--- src/rtl/ps2_scancode_encoder_pkg.sv ---
// ---------------------------------------------------------------------------
// ps2_scancode_encoder_pkg
// Shared constants for the PS/2 Set-2 scan-code encoder and any decoder that
// must agree with it: key index assignments, per-key scan codes, the break
// prefix byte and the encoder FSM state encodings.
// key_to_code() is the single index->code table, so the encoder ROM and a
// decoder case table built from these constants cannot drift apart.
// ---------------------------------------------------------------------------
package ps2_scancode_encoder_pkg;

   // Width of the key-state vector.
   localparam int unsigned NUMBEROFKEYBOARDINPUTS = 8;

   // Key indices (bit positions in the key-state vector).
   localparam int unsigned KEY_RELEASE_PULSE = 0;
   localparam int unsigned KEY_TILDA         = 1;
   localparam int unsigned KEY_Q             = 2;
   localparam int unsigned KEY_W             = 3;
   localparam int unsigned KEY_1             = 4;
   localparam int unsigned KEY_2             = 5;
   localparam int unsigned KEY_A             = 6;
   localparam int unsigned KEY_SPACEBAR      = 7;

   // Set-2 make codes.
   localparam logic [7:0] SC_NONE      = 8'h00;
   localparam logic [7:0] SC_TILDA     = 8'h0E;
   localparam logic [7:0] SC_Q         = 8'h15;
   localparam logic [7:0] SC_W         = 8'h1D;
   localparam logic [7:0] SC_1         = 8'h16;
   localparam logic [7:0] SC_2         = 8'h1E;
   localparam logic [7:0] SC_A         = 8'h1C;
   localparam logic [7:0] SC_SPACEBAR  = 8'h29;
   localparam logic [7:0] BREAK_PREFIX = 8'hF0;

   // Encoder FSM state encodings.
   localparam logic [1:0] ENC_SCAN   = 2'd0;
   localparam logic [1:0] ENC_PREFIX = 2'd1;
   localparam logic [1:0] ENC_CODE   = 2'd2;

   // Index -> make code; SC_NONE marks an index that is never emitted.
   function automatic logic [7:0] key_to_code(input int unsigned idx);
      logic [7:0] code;
      case (idx)
         KEY_TILDA:    code = SC_TILDA;
         KEY_Q:        code = SC_Q;
         KEY_W:        code = SC_W;
         KEY_1:        code = SC_1;
         KEY_2:        code = SC_2;
         KEY_A:        code = SC_A;
         KEY_SPACEBAR: code = SC_SPACEBAR;
         default:      code = SC_NONE;
      endcase
      return code;
   endfunction

endpackage

--- src/rtl/ps2_key_to_scancode.sv ---
// ---------------------------------------------------------------------------
// ps2_key_to_scancode
// Combinational key-index -> Set-2 make-code ROM. Unmapped indices return
// 8'h00 ("no key").
// Ports:
//   i_idx   in  IDX_W  key index
//   o_code  out 8      make code, 8'h00 when the index has no key
// ---------------------------------------------------------------------------
module ps2_key_to_scancode
   import ps2_scancode_encoder_pkg::*;
#(
   parameter int unsigned IDX_W = 3
) (
   input  logic [IDX_W-1:0] i_idx,
   output logic [7:0]       o_code
);

   // ROM lookup through the shared table.
   always_comb begin
      o_code = key_to_code(32'(i_idx));
   end

endmodule

--- src/rtl/ps2_scancode_encoder.sv ---
// ---------------------------------------------------------------------------
// ps2_scancode_encoder
// Turns a key-state vector into a PS/2 Set-2 byte stream: a newly pressed key
// produces its make code, a released key produces F0 followed by the make
// code. One index is examined per cycle in round-robin order; after every
// emitted sequence the scan resumes at the index after the emitted key.
// Optional feature macro: TYPEMATIC_EN (auto-repeat of the last key made).
// Ports:
//   CLOCK_50   in   1         system clock
//   resetn     in   1         asynchronous active-low reset
//   enable     in   1         allow new sequences to start
//   keyState   in   NUM_KEYS  desired pressed state per key index
//   byteOut    out  8         byte offered downstream, stable while offered
//   byteValid  out  1         byteOut is offered
//   byteReady  in   1         downstream accepts byteOut this cycle
//   sentState  out  NUM_KEYS  key state already encoded on the stream
//   busy       out  1         a make/break sequence is in progress
// ---------------------------------------------------------------------------
module ps2_scancode_encoder
   import ps2_scancode_encoder_pkg::*;
#(
   parameter int unsigned NUM_KEYS         = NUMBEROFKEYBOARDINPUTS,
   parameter int unsigned TYPEMATIC_DELAY  = 25000000,
   parameter int unsigned TYPEMATIC_PERIOD = 5000000
) (
   input  logic                CLOCK_50,
   input  logic                resetn,
   input  logic                enable,
   input  logic [NUM_KEYS-1:0] keyState,
   output logic [7:0]          byteOut,
   output logic                byteValid,
   input  logic                byteReady,
   output logic [NUM_KEYS-1:0] sentState,
   output logic                busy
);

   localparam int unsigned     IDX_W    = (NUM_KEYS > 1) ? $clog2(NUM_KEYS) : 1;
   localparam logic [IDX_W-1:0] LAST_IDX = IDX_W'(NUM_KEYS - 1);

   logic [1:0]          r_state;
   logic [IDX_W-1:0]    r_idx;
   logic [IDX_W-1:0]    r_lat_idx;
   logic                r_dir;
   logic [7:0]          r_code;
   logic [7:0]          r_byte;
   logic                r_valid;
   logic                r_busy;
   logic [NUM_KEYS-1:0] r_sent;

   logic [7:0]          w_scan_code;
   logic                w_change;
   logic [IDX_W-1:0]    w_scan_next;
   logic [IDX_W-1:0]    w_lat_next;

   ps2_key_to_scancode #(.IDX_W(IDX_W)) u_rom_scan (
      .i_idx  (r_idx),
      .o_code (w_scan_code)
   );

   assign w_change    = enable && (w_scan_code != SC_NONE) && (keyState[r_idx] != r_sent[r_idx]);
   assign w_scan_next = (r_idx == LAST_IDX) ? {IDX_W{1'b0}} : r_idx + IDX_W'(1);
   assign w_lat_next  = (r_lat_idx == LAST_IDX) ? {IDX_W{1'b0}} : r_lat_idx + IDX_W'(1);

`ifdef TYPEMATIC_EN
   logic [IDX_W-1:0] r_rep_idx;
   logic             r_rep_arm;
   logic [31:0]      r_rep_cnt;
   logic             r_is_rep;
   logic [7:0]       w_rep_code;
   logic             w_rep_due;
   logic             w_done;

   ps2_key_to_scancode #(.IDX_W(IDX_W)) u_rom_rep (
      .i_idx  (r_rep_idx),
      .o_code (w_rep_code)
   );

   // A repeat is only due while the key is still held and already reported.
   assign w_rep_due = enable && r_rep_arm && (r_rep_cnt == 32'd0) &&
                      keyState[r_rep_idx] && r_sent[r_rep_idx];
   assign w_done    = (r_state == ENC_CODE) && byteReady;

   // Repeat target and timer: retarget on every make, cancel on its break.
   always_ff @(posedge CLOCK_50 or negedge resetn) begin
      if (!resetn) begin
         r_rep_idx <= {IDX_W{1'b0}};
         r_rep_arm <= 1'b0;
         r_rep_cnt <= 32'd0;
      end else if (w_done && r_dir && !r_is_rep) begin
         r_rep_idx <= r_lat_idx;
         r_rep_arm <= 1'b1;
         r_rep_cnt <= 32'(TYPEMATIC_DELAY);
      end else if (w_done && !r_dir && (r_lat_idx == r_rep_idx)) begin
         r_rep_arm <= 1'b0;
         r_rep_cnt <= 32'd0;
      end else if (w_done && r_is_rep) begin
         r_rep_cnt <= 32'(TYPEMATIC_PERIOD);
      end else if (r_rep_cnt != 32'd0) begin
         r_rep_cnt <= r_rep_cnt - 32'd1;
      end else begin
         r_rep_cnt <= r_rep_cnt;
      end
   end
`else
   // Timing parameters only matter when auto-repeat is built in.
   logic w_unused_tm;
   assign w_unused_tm = ^{32'(TYPEMATIC_DELAY), 32'(TYPEMATIC_PERIOD)};
`endif

   // Main sequencer: scan for changes, then present prefix/code under valid/ready.
   always_ff @(posedge CLOCK_50 or negedge resetn) begin
      if (!resetn) begin
         r_state   <= ENC_SCAN;
         r_idx     <= {IDX_W{1'b0}};
         r_lat_idx <= {IDX_W{1'b0}};
         r_dir     <= 1'b0;
         r_code    <= 8'h00;
         r_byte    <= 8'h00;
         r_valid   <= 1'b0;
         r_busy    <= 1'b0;
         r_sent    <= {NUM_KEYS{1'b0}};
`ifdef TYPEMATIC_EN
         r_is_rep  <= 1'b0;
`endif
      end else begin
         case (r_state)
            ENC_SCAN: begin
               if (w_change) begin
                  // keyState is sampled only here; later changes wait for a rescan.
                  r_lat_idx <= r_idx;
                  r_dir     <= keyState[r_idx];
                  r_code    <= w_scan_code;
                  r_valid   <= 1'b1;
                  r_busy    <= 1'b1;
`ifdef TYPEMATIC_EN
                  r_is_rep  <= 1'b0;
`endif
                  if (keyState[r_idx]) begin
                     r_byte  <= w_scan_code;
                     r_state <= ENC_CODE;
                  end else begin
                     r_byte  <= BREAK_PREFIX;
                     r_state <= ENC_PREFIX;
                  end
               end
`ifdef TYPEMATIC_EN
               else if (w_rep_due) begin
                  // Repeat is a bare make byte; the scan position is left alone.
                  r_lat_idx <= r_rep_idx;
                  r_dir     <= 1'b1;
                  r_code    <= w_rep_code;
                  r_byte    <= w_rep_code;
                  r_valid   <= 1'b1;
                  r_busy    <= 1'b1;
                  r_is_rep  <= 1'b1;
                  r_state   <= ENC_CODE;
               end
`endif
               else begin
                  r_idx <= w_scan_next;
               end
            end
            ENC_PREFIX: begin
               if (byteReady) begin
                  // valid stays high: the code follows F0 with no bubble.
                  r_byte  <= r_code;
                  r_state <= ENC_CODE;
               end else begin
                  r_state <= ENC_PREFIX;
               end
            end
            ENC_CODE: begin
               if (byteReady) begin
                  r_sent[r_lat_idx] <= r_dir;
                  r_valid           <= 1'b0;
                  r_busy            <= 1'b0;
                  r_state           <= ENC_SCAN;
`ifdef TYPEMATIC_EN
                  if (!r_is_rep) begin
                     r_idx <= w_lat_next;
                  end else begin
                     r_idx <= r_idx;
                  end
`else
                  r_idx             <= w_lat_next;
`endif
               end else begin
                  r_state <= ENC_CODE;
               end
            end
            default: begin
               r_state <= ENC_SCAN;
               r_valid <= 1'b0;
               r_busy  <= 1'b0;
            end
         endcase
      end
   end

   assign byteOut   = r_byte;
   assign byteValid = r_valid;
   assign busy      = r_busy;
   assign sentState = r_sent;

endmodule

--- config.mk ---
export PLATFORM = sky130hd
export DESIGN_NAME = ps2_scancode_encoder
export DESIGN_NICKNAME = d
export VERILOG_FILES = /design/src/rtl/ps2_scancode_encoder_pkg.sv /design/src/rtl/ps2_key_to_scancode.sv /design/src/rtl/ps2_scancode_encoder.sv
export SDC_FILE = /design/constraint.sdc
export NUM_CORES = 1
export LEC_CHECK = 0
export CAP_MARGIN = 20
export CORE_ASPECT_RATIO = 1.5
export CORE_MARGIN = 3
export CORE_UTILIZATION = 47
export DETAILED_ROUTE_END_ITERATION = 10
export PLACE_DENSITY = 0.71
export SETUP_SLACK_MARGIN = 0.5
export SLEW_MARGIN = 20
export SYNTH_ARGS = -nofsm -noshare
export SYNTH_HDL_FRONTEND = slang
export SYNTH_HIERARCHICAL = 1
export SYNTH_SLANG_ARGS = --single-unit
--- constraint.sdc ---
create_clock -name CLOCK_50 -period 3.3 [get_ports CLOCK_50]
set_input_delay 0.66 -clock CLOCK_50 [delete_from_list [all_inputs] [get_ports CLOCK_50]]
set_output_delay 0.66 -clock CLOCK_50 [all_outputs]
set_load 0.05 [all_outputs]
After elaboration in Yosys (flattened, before gate mapping)

Cells that the tools add are included.

Multiplexer cells: 25
Reduce and logical (&&, ||, !) cells: 12
Eq/ne operators: 15
Add/subtract/negate cells: 2
Order comparisons: 3
Bitwise gates (word level): 1

Operators by type and width:

| operator            | number |
|---|---|
| $pmux 6 s7          | 1 |
| $mux 8              | 3 |
| $pmux 8 s2          | 1 |
| $eq 3x3->1 const B  | 5 |
| $mux 3              | 4 |
| $reduce_and 3->1    | 3 |
| $bwmux 8            | 1 |
| $lt 3x4->1 const B  | 2 |
| $mux 2              | 4 |
| $ne 2x2->1 const B  | 4 |
| $reduce_bool 8->1   | 1 |
| $add 3x1->3 const B | 2 |
| $bmux 1 s3          | 2 |
| $eq 3x2->1 const B  | 2 |
| $pmux 2 s3          | 1 |
| $pmux 3 s2          | 1 |
| $mux 1              | 5 |
| $reduce_and 2->1    | 2 |
| $reduce_bool 2->1   | 2 |
| $demux 1 s3         | 1 |
| $eq 3x1->1 const B  | 1 |
| $ge 3x1->1 const B  | 1 |
| $logic_and 1x1->1   | 3 |
| $pmux 1 s3          | 1 |
| other kinds (5)     | 5 |

Logic and storage cells: 66
Bits in registers: 34
Input port bits: 12
Output and inout port bits: 18

Longest topological paths before layout

Depth in word-level cells: 7
Mapped depth: 8

Modules after synthesis

The synthesis kept the hierarchy.

By module, submodules not included:

| module               | seq. area each (µm²) | area an instance (µm²) | instances | cells an instance |
|---|---|---|---|---|
| ps2_scancode_encoder | 850.8                | 1804.2                 | 1         | 150 |
| ps2_key_to_scancode  | 0.0                  | 72.6                   | 1         | 14 |

Worst setup path before layout

No wires, ideal clock.

Kind: register to register
Start: register r_idx[1]
End: register r_lat_idx[0]
Arrival: 2.462 ns
Cell stages (with the launch flop): 9
Clock period less this slack: 2.590 ns
Path slack: 0.710 ns
Library setup time: 0.128 ns
Path buffers: 1
Cells stage by stage: dfrtp_1 and3_4 nor2_1 or4_1 o21ai_1 or3_1 nor2_4 buf_4 mux2_1

Longest elaborated chain between the ends: 6

RTL lines:

| item                                  | RTL line                       | source |
|---|---|---|
| start: declaration                    | ps2_scancode_encoder.sv:41     | `logic [IDX_W-1:0] r_idx;` |
| start signal: assignment              | ps2_scancode_encoder.sv:114    | `r_idx <= {IDX_W{1'b0}};` |
| start signal: assignment              | ps2_scancode_encoder.sv:160    | `r_idx <= w_scan_next;` |
| start signal: assignment              | ps2_scancode_encoder.sv:185    | `r_idx <= w_lat_next;` |
| $eq 3x3->1 (tied with other cells)    | ps2_scancode_encoder_pkg.sv:43 | `case (idx)` |
| $pmux 6 s7 (*)                        | ps2_scancode_encoder_pkg.sv:43 |  |
| named net w_scan_code[5]              | ps2_scancode_encoder.sv:50     | `logic [7:0] w_scan_code;` |
| $reduce_bool 8->1 (*)                 | ps2_scancode_encoder.sv:60     | `assign w_change = enable && (w_scan_code != SC_NONE) && (keyState[r_idx] != r_sent[r_idx]);` |
| $logic_and 1x1->1 (*) (2 in series)   | ps2_scancode_encoder.sv:60     |  |
| $reduce_and 2->1 (no source line) (*) | n/a                            |  |
| end signal: assignment                | ps2_scancode_encoder.sv:115    | `r_lat_idx <= {IDX_W{1'b0}};` |
| end signal: assignment                | ps2_scancode_encoder.sv:130    | `r_lat_idx <= r_idx;` |
| end: declaration                      | ps2_scancode_encoder.sv:42     | `logic [IDX_W-1:0] r_lat_idx;` |

The timed path passes the listed nets; every way through them passes the cells marked *. The select of a mux whose other input is x is not followed.
A chain may end at the register's enable or synchronous reset.

Worst setup path after layout

Start: input port keyState[2]
End: register r_code[4]

Longest elaborated chain between the ends: 5

RTL lines:

| item                              | RTL line                    | source |
|---|---|---|
| start: declaration                | ps2_scancode_encoder.sv:29  | `input logic [NUM_KEYS-1:0] keyState,` |
| $bmux 1 s3                        | ps2_scancode_encoder.sv:60  |  |
| $mux 1 (implied by the code)      | ps2_scancode_encoder.sv:60  |  |
| $ne 1x1->1                        | ps2_scancode_encoder.sv:60  |  |
| $logic_and 1x1->1                 | ps2_scancode_encoder.sv:60  |  |
| $reduce_and 2->1 (no source line) | n/a                         |  |
| end signal: assignment            | ps2_scancode_encoder.sv:132 | `r_code <= w_scan_code;` |
| end: declaration                  | ps2_scancode_encoder.sv:44  | `logic [7:0] r_code;` |

No other way between the ends. The select of a mux whose other input is x is not followed.

==> summary.md <==
| Metric | Value |
|---|---|
| Status | `finished clean` |
| Wirelength per Cell | `17.0 µm` |
| Yosys reg bits | `34` |
| Crit path kind | `input pin to register` |
| First-pass GRT wire length | `around 6.8 mm` |
| RSZ-0062 raised after global routing | `true` |
| Area grow syn2layout | `23.4%` |
| Area share of the largest cell type after synthesis | `a little under half` |
| CTS tree | `built` |
| Min-delay src | `r_code[6]` |
| R2R Setup Slk | `0.61 ns` |
| Setup TNS | `0 ns` |
| Slowest cell on crit path | `mux4_2` |
| Synth area leaders | `dfrtp_1 45%, mux2_2 17%, mux4_2 4.8%` |
| Initial DRC Count | `36` |
| GPL Wtd Cong | `0.836` |
| Die width | `57.6 µm` |
| Largest net degree at the start of global routing | `35` |
| CP endpoint kind | `register` |
| Remaining DRCs | `0` |
| Site row count | `27` |
| WHS | `0.510 ns` |
| Layout cells sized above 1 | `27.6%` |
| Startpoint types | `input pin` |
| Clock Tree Root | `clkbuf_8` |
| CP top delay family | `multiplexers` |
| Hold Crit Endpoint | `r_code[6]` |
| Synth warn | `6` |
| Dominant register cell in the synthesized netlist | `dfrtp_1` |
| N_diodes | `0` |
| Via density | `5.60` |
| First-pass detailed-route iteration total | `4` |
| Fmax | `372 MHz` |
| Die Y | `83.4 µm` |
| I/O pins | `30` |
| Worst-case clock buffer depth | `2` |
| Post-route setup slack | `0.609 ns` |
| Max-Cap Viols | `0` |
| Initial antenna violation count | `0` |
| Drt total wl | `4.06 mm` |
| Critical Path Max Stage Delay | `~0.52 ns` |
| DRT antenna net count | `0` |
| Worst-Skew Late Latency | `roughly 0.29 ns` |
| Critical path, cell by cell | `clkdlybuf4s50_1 > mux4_2 > mux2i_4 > xnor2_2 > nor2_2 > mux2_2` |
| CTS clock-pin slew for the worst setup and hold paths | `0.07 ns` |
| Post-synth top cells | `34 x dfrtp_1, 29 x mux2_2, 20 x nand2_1` |
| Gr ovfl total | `0` |
| Post-DP HPWL | `2.88 mm` |
| Worst path bufs/invs | `1` |
| Final hold vios | `0` |
| Global Route Usage Sum | `18.5%` |
| Worst R2R Path Depth | `7` |
| Place WS | `0.309 ns` |
| Worst flop-to-flop path startpoint | `r_idx[1]` |
| Avg Inst Size Synth | `11.4 µm²` |
| Vias in the first global route | `1403` |
| EDFF count, synth | `0` |
| Tcrit/Tclk final | `about four fifths` |
| CORE AREA | `3750 µm²` |
| Initial Utilization | `50.1%` |
| Slew Viols, Final | `0` |
| Die Area | `~4800 µm²` |
| CTS Buf Count | `5` |
| Largest area contributor in the synthesized netlist | `dfrtp_1` |
| Worst-Margin Slew | `0.619 ns` |
| H-tree depth | `2` |
| Critical Path AT | `about 2.9 ns` |
| Worst Path Required | `3.48 ns` |
| Core Util, Final | `61.8%` |
| Rel. slew slack | `58.7%` |
| Netlist cell types | `34` |
| Asr flop ratio synth | `100%` |
| TritonCTS sink count | `34` |
| Synthesized cell area | `between 1500 and 2000 µm²` |
| Gate Count Post-Synth | `164` |
| Most common cell in the synthesized netlist | `dfrtp_1` |
| Fin Clk Skew | `roughly 0.0069 ns` |
| Nets | `211` |
| Hold Crit Class | `register to register` |
| Routed vias | `1339` |
| Cell depth of the worst hold path | `1` |
| Worst Path Max Fanout | `6` |
| Final setup vio count | `0` |
| Final min period | `2.69 ns` |
| Register area share after synthesis | `45.3%` |
| Worst reg2reg endpoint | `byteOut[7]` |
| Buffers added on ports | `29` |
sequential cells by signal (all words and copies together), names as in the netlist:
| name | cells |
|---|---|
| r_idx | 3 |
| sentState | 8 |
| byteOut | 8 |
| r_state | 2 |
| busy | 1 |
| r_code | 8 |
| r_lat_idx | 3 |
| r_dir | 1 |
how the worst max path moves through the flow:
stage	start	to	depth (start not counted)
global placement	keyState[2]	r_dir	6
global route	keyState[2]	r_code[5]	6
CTS	r_idx[0]	byteOut[7]	7
finish	keyState[2]	r_code[4]	6
floorplan	r_idx[1]	r_lat_idx[0]	8
detailed placement	keyState[2]	r_code[0]	6
cell type report:
type / count / area [µm²]
multi-input combinational: 118 / 970
sequential: 34 / 852
clock inverter: 3 / 40.0
inverter: 3 / 11.3
tap: 43 / 53.8
fill: 317 / 1430
timing repair buffer: 33 / 320
clock buffer: 5 / 68.8
metrics by stage:
step	area, µm²	cells
finish	2320	239
global route	2320	239
CTS	2300	238
detailed placement	2200	230
global placement	2200	230
floorplan	1880	165
timing repair:
item	in CTS	in global routing
hold buffers	0	0
gates resized for setup	0	2
buffers inserted	0	0
endpoints found under the setup margin	0	14
layout by cell type (no fill, tap or decap), types with 3 or more instances in the layout:
master,netlist,layout
dfrtp_1,34,33
mux2_2,29,29
clkdlybuf4s50_1,0,29
nand2_1,20,20
nor2_1,15,15
o21ai_0,10,10
clkbuf_8,0,5
mux4_2,4,4
nand3b_1,4,4
mux2_1,4,4
ha_1,4,4
buf_4,4,4
inv_1,3,3
metal layers:
metal  vias up  share of wire (%)  GRT usage [%]
met1       650                 39           21.7
met4         0                2.5           8.44
met5         -                  0              0
li1        639                  -              -
met3        11                4.0           4.20
met2        39                 54           31.1
kinds of logic after synthesis:
| kind of cell | count (synthesis) | synth area share, % |
|---|---|---|
| AND/OR/NAND/NOR | 52 | 13.5 |
| multiplexers | 39 | 26.3 |
| flip-flops | 34 | 45.3 |
| AO/OA/AOI/OAI | 19 | 7.40 |
| buffers and inverters | 14 | 3.73 |
| adder cells (fa/ha/maj) | 4 | 2.67 |
| other | 1 | 0.200 |
| XOR/XNOR | 1 | 0.867 |
Power is not shown: default switching activity piles up to over one toggle a cycle in this logic, so the estimate is an artifact.
